**src/rtl/vga_timing_gen.sv**
```systemverilog
// VGA raster timing generator: pixel/line counters with sync, blanking and start strobes.
// Define VGA_PIX_DIV2_EN to advance the counters on every second clk cycle instead of every cycle.
module vga_timing_gen #(
    parameter int H_ACTIVE = 640,
    parameter int H_FP     = 16,
    parameter int H_SYNC   = 96,
    parameter int H_BP     = 48,
    parameter int V_ACTIVE = 480,
    parameter int V_FP     = 10,
    parameter int V_SYNC   = 2,
    parameter int V_BP     = 33
) (
    input  logic        clk,
    input  logic        rst_n,
    output logic [10:0] pix_x,
    output logic [10:0] pix_y,
    output logic        hsync,
    output logic        vsync,
    output logic        video_on,
    output logic        pix_tick,
    output logic        line_start,
    output logic        frame_start
);
    localparam logic [10:0] H_LAST   = 11'(H_ACTIVE + H_FP + H_SYNC + H_BP - 1);
    localparam logic [10:0] V_LAST   = 11'(V_ACTIVE + V_FP + V_SYNC + V_BP - 1);
    localparam logic [10:0] H_VIS    = 11'(H_ACTIVE);
    localparam logic [10:0] V_VIS    = 11'(V_ACTIVE);
    localparam logic [10:0] HS_BEGIN = 11'(H_ACTIVE + H_FP);
    localparam logic [10:0] HS_END   = 11'(H_ACTIVE + H_FP + H_SYNC);
    localparam logic [10:0] VS_BEGIN = 11'(V_ACTIVE + V_FP);
    localparam logic [10:0] VS_END   = 11'(V_ACTIVE + V_FP + V_SYNC);

    logic        advance;
    logic        x_wrap;
    logic        y_wrap;
    logic [10:0] next_x;
    logic [10:0] next_y;

`ifdef VGA_PIX_DIV2_EN
    logic phase;

    always_ff @(posedge clk or negedge rst_n) begin
        if (!rst_n) phase <= 1'b0;
        else        phase <= ~phase;
    end

    assign advance = phase;
`else
    assign advance = 1'b1;
`endif

    always_comb begin
        x_wrap = (pix_x == H_LAST);
        y_wrap = (pix_y == V_LAST);
        next_x = x_wrap ? '0 : pix_x + 11'd1;
        next_y = pix_y;
        if (x_wrap) next_y = y_wrap ? '0 : pix_y + 11'd1;
    end

    // Sync/blank flags are registered from the next counter values so they change on the same edge as the counters.
    always_ff @(posedge clk or negedge rst_n) begin
        if (!rst_n) begin
            pix_x       <= H_LAST;
            pix_y       <= V_LAST;
            hsync       <= 1'b1;
            vsync       <= 1'b1;
            video_on    <= 1'b0;
            pix_tick    <= 1'b0;
            line_start  <= 1'b0;
            frame_start <= 1'b0;
        end else begin
            pix_tick    <= advance;
            line_start  <= advance && x_wrap;
            frame_start <= advance && x_wrap && y_wrap;
            if (advance) begin
                pix_x    <= next_x;
                pix_y    <= next_y;
                hsync    <= !(next_x >= HS_BEGIN && next_x < HS_END);
                vsync    <= !(next_y >= VS_BEGIN && next_y < VS_END);
                video_on <= (next_x < H_VIS) && (next_y < V_VIS);
            end
        end
    end
endmodule

```
**config.mk**
```make
export PLATFORM = sky130hd
export DESIGN_NAME = vga_timing_gen
export DESIGN_NICKNAME = d
export VERILOG_FILES = /design/src/rtl/vga_timing_gen.sv
export SDC_FILE = /design/constraint.sdc
export NUM_CORES = 1
export LEC_CHECK = 0
export BUFFER_PORTS_ARGS = -buffer_cell sky130_fd_sc_hd__buf_4
export CAP_MARGIN = 30
export CORE_MARGIN = 5
export CORE_UTILIZATION = 40
export CTS_CLUSTER_DIAMETER = 50
export DETAILED_ROUTE_END_ITERATION = 6
export GPL_TIMING_DRIVEN = 1
export PLACE_DENSITY = 0.61
export SLEW_MARGIN = 20
export SYNTH_ARGS = -nofsm -noshare
export SYNTH_HDL_FRONTEND = slang
export SYNTH_SLANG_ARGS = --single-unit
```
**constraint.sdc**
```tcl
create_clock -name clk -period 2.9 [get_ports clk]
set_clock_uncertainty 0.05 [all_clocks]
set_input_delay 0.145 -clock clk [delete_from_list [all_inputs] [get_ports clk]]
set_output_delay 0.145 -clock clk [all_outputs]
set_load 0.05 [all_outputs]
```
# Yosys cells after proc, flatten, opt, wreduce, memory -nomap -nowiden
# Cells that the tools add are included.
[word_totals]
reg_bits = 28
out_inout_bits = 28
wordCells = 27
[classes]
add_sub_neg = 2
n_lt_le_gt_ge = 6
eq_ne = 2
mux = 3
n_reduce_logical = 6
[ops]
columns = ["cell", "count"]
rows = [
  ["11-bit 2-to-1 mux", 3],
  ["11-bit by 1-bit adder with 11-bit output, second input constant", 2],
  ["11-bit by 10-bit == test with 1-bit output, second input constant", 2],
  ["11-bit by 10-bit < comparator with 1-bit output, second input constant", 2],
  ["11-bit by 9-bit < comparator with 1-bit output, second input constant", 2],
  ["11-bit by 10-bit greater-or-equal comparator with 1-bit output, second input constant", 1],
  ["11-bit by 9-bit greater-or-equal comparator with 1-bit output, second input constant", 1],
  ["1-bit logical AND", 4],
  ["1-bit zero test", 2],
]

# Longest topological paths before layout
# Gate-level depths: netlist of the first run.
[depth]
word_depth = 6
depth_mapped = 8
mapped_depth_nobuf = 7

# Least setup slack after synthesis of the first run
# No wires, ideal clock.
[synth_timing]
path_kind = "register to register"
startpoint = "register pix_x[0]"
endpoint = "register vsync"
setup_ns = 0.097
arrival_ns = 2.567
t_required_ns = 2.753
slack_ns = 0.186
stages_incl_launch_ff = 7
n_path_buf = 0
synth_period_minus_slack_ns = 2.714
cell_sequence = "dfstp_2 > ha_1 > nand4_2 > or4_4 > or4_4 > a211oi_2 > o2111ai_1"
[synth_via]
elab_chain_cells = 5
[synth_rtl]
columns = ["element", "line_no", "text"]
rows = [
  ["start: declaration", "15", "output logic [10:0] pix_x,"],
  ["start signal: assignment", "76", "pix_x <= next_x;"],
  ["11-bit by 10-bit == test with 1-bit output (*)", "53", "x_wrap = (pix_x == H_LAST);"],
  ["11-bit 2-to-1 mux (*)", "57", "if (x_wrap) next_y = y_wrap ? '0 : pix_y + 11'd1;"],
  ["11-bit by 9-bit greater-or-equal comparator with 1-bit output or 11-bit by 9-bit < comparator with 1-bit output (tied branches)", "79", "vsync <= !(next_y >= VS_BEGIN && next_y < VS_END);"],
  ["1-bit logical AND (*)", "79", ""],
  ["1-bit zero test (*)", "79", ""],
  ["end signal: assignment", "79", ""],
  ["end: declaration", "18", "output logic vsync,"],
]
# Mark *: on every way between the ends. The rest lies on a longest branch, timed or not.

# Final worst setup path of the first run
[layout_timing]
startpoint = "register pix_x[0]"
endpoint = "register video_on"
[layout_via]
elab_chain_cells = 4
[layout_rtl]
columns = ["element", "line_no", "text"]
rows = [
  ["11-bit by 1-bit adder with 11-bit output or 11-bit by 10-bit == test with 1-bit output (tied branches)", "55, 53", ""],
  ["11-bit 2-to-1 mux (on tied branches)", "55, 57", ""],
  ["11-bit by 10-bit < comparator with 1-bit output or 11-bit by 9-bit < comparator with 1-bit output (tied branches)", "80", "video_on <= (next_x < H_VIS) && (next_y < V_VIS);"],
  ["1-bit logical AND (*)", "80", ""],
  ["end signal: assignment", "80", ""],
  ["end: declaration", "19", "output logic video_on,"],
]
# Marked as above.

==> results_dict.tcl, run 1 <==
set metrics [dict create \
    status "finished clean" \
    placementRows 22 \
    die_w_um 72.11 \
    cts.sinks 28 \
    viasPerCell 5.504 \
    cts_buffers 3 \
    cp_num_cells 7 \
    cp_top_family "simple AND/OR/NAND/NOR gates" \
    cts_root_buffer "clkbuf_8" \
    io_pins 30 \
    drtIter0Drc 56 \
    cts_tree "done" \
    globalplace.congestion 0.8737 \
    grtUsageTotal_pct 14.19 \
    fin_nets 191 \
    synthArstFlopShare_pct 100.0 \
    synth_compound_area_share_pct 13.95 \
    leakage_nw 0.7630 \
    fin_tns_setup_ns 0 \
    routed_wl_mm 3.348 \
    core_um2 3689 \
    finalHoldViolations 0 \
    drv_cap 0 \
    cp.arrival_ns 2.81 \
    post_route_cells_drive_above_1_share_pct 28.80 \
    cts_resized 0 \
    end_kind "flip-flop" \
    slew_viol_final 0 \
    p_int_mw 0.5161 \
    dieArea_um2 5199 \
    powerDensity_nw_per_um2 346.1 \
    p_total_mw 0.6462 \
    critPathKind "reg -> reg" \
    syn_inst 156 \
    clk_pin_slew_ns 0.09 \
    area_delta_synth_final_pct 21.01 \
    wl_per_cell_um 14.43 \
    grt_max_degree 29 \
    antenna_found_initial 0 \
    min-delay-path-class "in -> async" \
    start_util_pct 41.82 \
    vias 1277 \
    reg2reg_depth 7 \
    ctsLongestPathBuffers 2 \
    clock.fmax_ghz 0.3712 \
    htreeDepth 1 \
    cp.required_ns 3.02 \
    fin_crit_ns 2.694 \
    switching_share_pct 20.13 \
    clockPowerShare_pct 37.4 \
    ir_drop_v 0.0001598 \
    worstSkewPairLatency_ns 0.27 \
    synth_edf_count 0 \
    slowest_stage "dfstp_2" \
    path_max_fanout 11 \
    synthXorXnorAreaFrac_pct 6.813 \
    yosys.area_share.simple_pct 24.57 \
    postSynthAreaPerCell_um2 9.889 \
    io_buffers 29 \
    synthMuxAreaShare_pct 0.6488 \
    detail-route-antenna-nets 0 \
    comb_power_share_pct 2.0 \
    num_antenna_cells 0 \
    ys_types 43 \
    drc 0 \
    die_y_um 72.11 \
    p_sw_mw 0.1301 \
    period_share_pct 92.90 \
    ys.flop_type "dfrtp_1" \
    grt_pass1_wl_mm 5.975 \
    setup_viol 0 \
    max_stage_delay_ns 0.59 \
    overflow 0 \
    ys_ff_latch 28 \
    crit_chain "ha_1 > nand4_2 > or4_4 > buf_4 > o31ai_2 > a211oi_2 > nor4bb_1" \
    rsz0062_at_grt "no" \
    synthAdderAreaFrac_pct 3.244 \
    hold_ws_ns 0.2539 \
    synth_area_um2 1543 \
    dpl.hpwl_mm 2.477 \
    crit_buf_inv 1 \
    synthesis.nets 162 \
    dr.pass1.iters 4 \
    synth_warnings 0 \
    ys_seq_area_share_pct 46.39 \
    grt_pass1_vias 1247 \
    sequentialPowerShare_pct 60.7 \
    cts_setup_buffers 0 \
    critPathLaunchType "flip-flop" \
    synth_top_family_by_area "simple AND/OR/NAND/NOR gates" \
]
==> cell type report <==
cell class	count	area, um^2
inverter	8	30.03
sequential	28	715.7
clock buffer	4	55.05
multi-input combinational	112	763.2
tap	48	60.06
timing repair buffer	32	242.7
fill	372	1822
==> cell usage after synthesis, drive strengths merged, types with 3 or more instances <==
library cell | count | share of area, %
buf | 3 | 0.97
clkbuf | 5 | 1.2
dfrtp | 16 | 26
dfstp | 12 | 20
ha | 4 | 3.2
inv | 8 | 1.9
nand2 | 16 | 3.9
nand3 | 13 | 4.2
nand4 | 3 | 1.6
nor2 | 6 | 1.5
nor3 | 7 | 2.3
nor3b | 3 | 1.5
nor4 | 3 | 1.2
nor4bb | 3 | 1.9
o21ai | 11 | 3.6
o31ai | 4 | 2.3
xnor2 | 5 | 2.8
xor2 | 7 | 4.0
==> state kept, by name, indices dropped and copies added (netlist names) <==
name         cells
pix_tick         1
frame_start      1
pix_x           11
video_on         1
vsync            1
line_start       1
pix_y           11
hsync            1
==> cell usage in the layout (no fill, tap or decap), types with 2 or more instances in the layout <==
cell type  instances
buf_4             31
nand2_1           16
dfrtp_1           16
nand3_1           13
dfstp_2           12
o21ai_0           11
inv_1              8
nor3_1             7
xor2_1             7
nor2_1             6
xnor2_1            5
ha_1               4
clkbuf_8           4
nor4bb_1           3
nor4_1             3
o31ai_1            3
nor3b_1            3
and4_1             2
or4_4              2
nand4_1            2
a21oi_1            2
a31oi_1            2
==> metal layers <==
metal / wire, um / vias up / track usage [%]
met5: 0 / - / 0
met2: 1505 / 29 / 20.83
met1: 1642 / 621 / 21.39
met3: 156 / 5 / 2.078
met4: 42 / 0 / 4.384
li1: - / 622 / -
==> final timing paths <==
check                              startpoint                  to  slack, ns
min in group clk           pix_y[8]$_DFF_PN0_  pix_y[8]$_DFF_PN0_       0.49
setup reg to reg           pix_x[0]$_DFF_PN1_  video_on$_DFF_PN0_       0.21
hold / removal                          rst_n  pix_tick$_DFF_PN0_       0.25
max in group asynchronous               rst_n  pix_y[2]$_DFF_PN1_       2.24
setup / recovery           pix_x[0]$_DFF_PN1_  video_on$_DFF_PN0_       0.21
hold reg to reg            pix_y[8]$_DFF_PN0_  pix_y[8]$_DFF_PN0_       0.49
==> power groups by stage <==
stage,Clock (mW),Combinational [mW],Sequential (mW)
after floorplan,0,0.000112,0.402
after global placement,0,0.0125,0.399
after detailed placement,0,0.0127,0.399
after CTS,0.251,0.0137,0.392
after global routing,0.268,0.0151,0.392
final,0.241,0.0127,0.392
==> metrics by stage <==
stage	setup slack (ns)	std cells	instance area (um^2)	utilization, %
floorplan	0.1859	156	1543	-
global placement	0.3059	227	1802	48.85
detailed placement	0.2280	227	1802	48.85
CTS	0.2088	232	1867	50.61
global route	0.06517	232	1867	50.61
finish	0.2060	232	1867	50.61
==> worst register-to-register path, cell delays in order, from the launching register on <==
cell      delay, ns
dfstp_2        0.59
ha_1           0.27
nand4_2        0.20
or4_4          0.52
buf_4          0.19
o31ai_2        0.33
a211oi_2       0.14
nor4bb_1       0.30
==> what timing repair did <==
action | in CTS | in global routing
setup endpoints to repair | 0 | 0
hold endpoints to repair | 16 | 0
hold buffers | 1 | 0
==> cells by family after synthesis <==
kind of cell             after synthesis
AND/OR/NAND/NOR                       63
buffers and inverters                 16
XOR/XNOR                              12
flip-flops                            28
other                                  1
adder cells (fa/ha/maj)                4
multiplexers                           1
AO/OA/AOI/OAI                         31
Power figures use the tool's default switching activity.
==> run 2: changes to the inputs <==
BUFFER_PORTS_ARGS = -buffer_cell sky130_fd_sc_hd__buf_2   (was -buffer_cell sky130_fd_sc_hd__buf_4)
PLACE_DENSITY = 0.73   (was 0.61)
==> run 2 against run 1 <==
Net effect:
- die area stayed put
- worst setup slack gained 0.041 ns
- fmax rose by 1.6%
- routed wire length down 3.3%
- count of clock-buffer cells in the layout unchanged
- critical path depth down 1
- first-iteration DRC count grew 43%
- cell count stayed put
- critical endpoint is now vsync$_DFF_PN1_
- highest routed layer unchanged
==> results_dict.tcl, run 2 (synthesis gave the netlist of run 1 again) <==
set metrics [dict create \
    clockPowerShare_pct 37.1 \
    area_delta_synth_final_pct 16.30 \
    io_pins 30 \
    ir_drop_v 0.0001389 \
    dpl.hpwl_mm 2.374 \
    dieArea_um2 5199 \
    placementRows 22 \
    reg.largest.list "pix_x x11, pix_y x11" \
    n_fill_cell 365 \
    grtUsageTotal_pct 13.55 \
    wl_per_cell_um 13.96 \
    powerDensity_nw_per_um2 358.0 \
    status "finished clean" \
    antenna_found_initial 0 \
    die_w_um 72.11 \
    drtIter0Drc 80 \
    clock.fmax_ghz 0.3770 \
    post_route_cells_drive_above_1_share_pct 28.80 \
    grt_pass1_wl_mm 5.706 \
    setup_viol 0 \
    critPathLaunchType "flip-flop" \
    core_um2 3689 \
    globalplace.congestion 0.8821 \
    cts_setup_buffers 0 \
    critPathKind "reg -> reg" \
    layout_commonest_cell "buf_2" \
    drc 0 \
    worstSkewPairLatency_ns 0.27 \
    slew_viol_final 0 \
    maxSlewHeadroom_pct 60.46 \
    overflow 0 \
    rsz0062_at_grt "no" \
    cts_root_buffer "clkbuf_8" \
    grt_pass1_vias 1249 \
    end_kind "flip-flop" \
    io_buffers 29 \
    cts_resized 0 \
    min-delay-path-class "in -> async" \
    htreeDepth 1 \
    p_sw_mw 0.1273 \
    cts_tree "done" \
    layout.core_utilization_pct 48.64 \
    detail-route-antenna-nets 0 \
    leakage_nw 0.7530 \
    viasPerCell 5.431 \
    start_util_pct 41.82 \
    hold_buffers 1 \
    cts.sinks 28 \
    drv_cap 0 \
    comb_power_share_pct 1.9 \
    p_total_mw 0.6424 \
    dr.pass1.iters 4 \
    sequentialPowerShare_pct 61.0 \
    p_int_mw 0.5151 \
    fin_nets 191 \
    ctsLongestPathBuffers 2 \
    period_share_pct 91.48 \
    fin_cells 232 \
    fin_crit_ns 2.653 \
    tightest_slew_ns 0.5931 \
    cp.required_ns 3.03 \
    most-common-layout-cells "29 x buf_2, 16 x nand2_1, 16 x dfrtp_1" \
    hold_ws_ns 0.3533 \
    num_antenna_cells 0 \
    path_max_fanout 6 \
    grt_max_degree 29 \
    switching_share_pct 19.82 \
    placed_cells_incl_taps 227 \
    routed_wl_mm 3.239 \
    cp.arrival_ns 2.78 \
    die_y_um 72.11 \
    clk_pin_slew_ns 0.09 \
    fin_tns_setup_ns 0 \
    cts_buffers 3 \
    vias 1260 \
    finalHoldViolations 0 \
]
==> run 2: area by class of cell <==
cell class              count  area [um^2]  area share [%]
inverters                   8        30.03           1.674
multi-input cells         112        763.2           42.54
well taps                  48        60.06           3.347
flip-flops and latches     28        715.7           39.89
clock buffers               4        55.05           3.068
repair buffers             32        170.2           9.484
==> run 2: per-layer routing <==
layer  vias to the layer above  part of all wire [%]  GRT usage [%]  routed length [um]
met4                         0                   1.5          5.010                  47
met2                        25                    46          21.54                1499
met5                         -                     0              0                   0
li1                        627                     -              -                   -
met3                         5                   3.4          1.939                 110
met1                       603                    49          18.68                1581
==> run 2: power by group through the flow <==
stage / clock (mW) / combinational (mW) / sequential (mW)
after global placement: 0 / 0.0114 / 0.399
after detailed placement: 0 / 0.0115 / 0.399
after global routing: 0.264 / 0.0138 / 0.392
after CTS: 0.250 / 0.0126 / 0.392
final: 0.239 / 0.0119 / 0.392
after floorplan: 0 / 0.000112 / 0.402
==> run 2: worst paths after layout <==
kind | from | to | slack, ns | depth (start not counted)
min | rst_n | pix_y[5]$_DFF_PN0_ | 0.35 | 2
max in group asynchronous | rst_n | pix_x[10]$_DFF_PN0_ | 2.06 | 2
max reg2reg | pix_x[0]$_DFF_PN1_ | vsync$_DFF_PN1_ | 0.25 | 6
min in group clk | pix_y[9]$_DFF_PN1_ | pix_y[9]$_DFF_PN1_ | 0.49 | 2
min reg2reg | pix_y[9]$_DFF_PN1_ | pix_y[9]$_DFF_PN1_ | 0.49 | 2
max | pix_x[0]$_DFF_PN1_ | vsync$_DFF_PN1_ | 0.25 | 6
==> run 2: metrics by stage <==
step | worst slack (ns) | instance area (um^2)
final | 0.2472 | 1794
after global placement | 0.3297 | 1729
after global routing | 0.09414 | 1794
after floorplan | 0.1859 | 1543
after CTS | 0.2261 | 1794
after detailed placement | 0.2533 | 1729
==> run 2: critical path: stages, from the launching register on <==
cell	delay, ns
dfstp_2	0.58
ha_1	0.25
nand4_2	0.20
or4_4	0.53
or4_4	0.53
a211oi_2	0.26
o2111ai_1	0.15
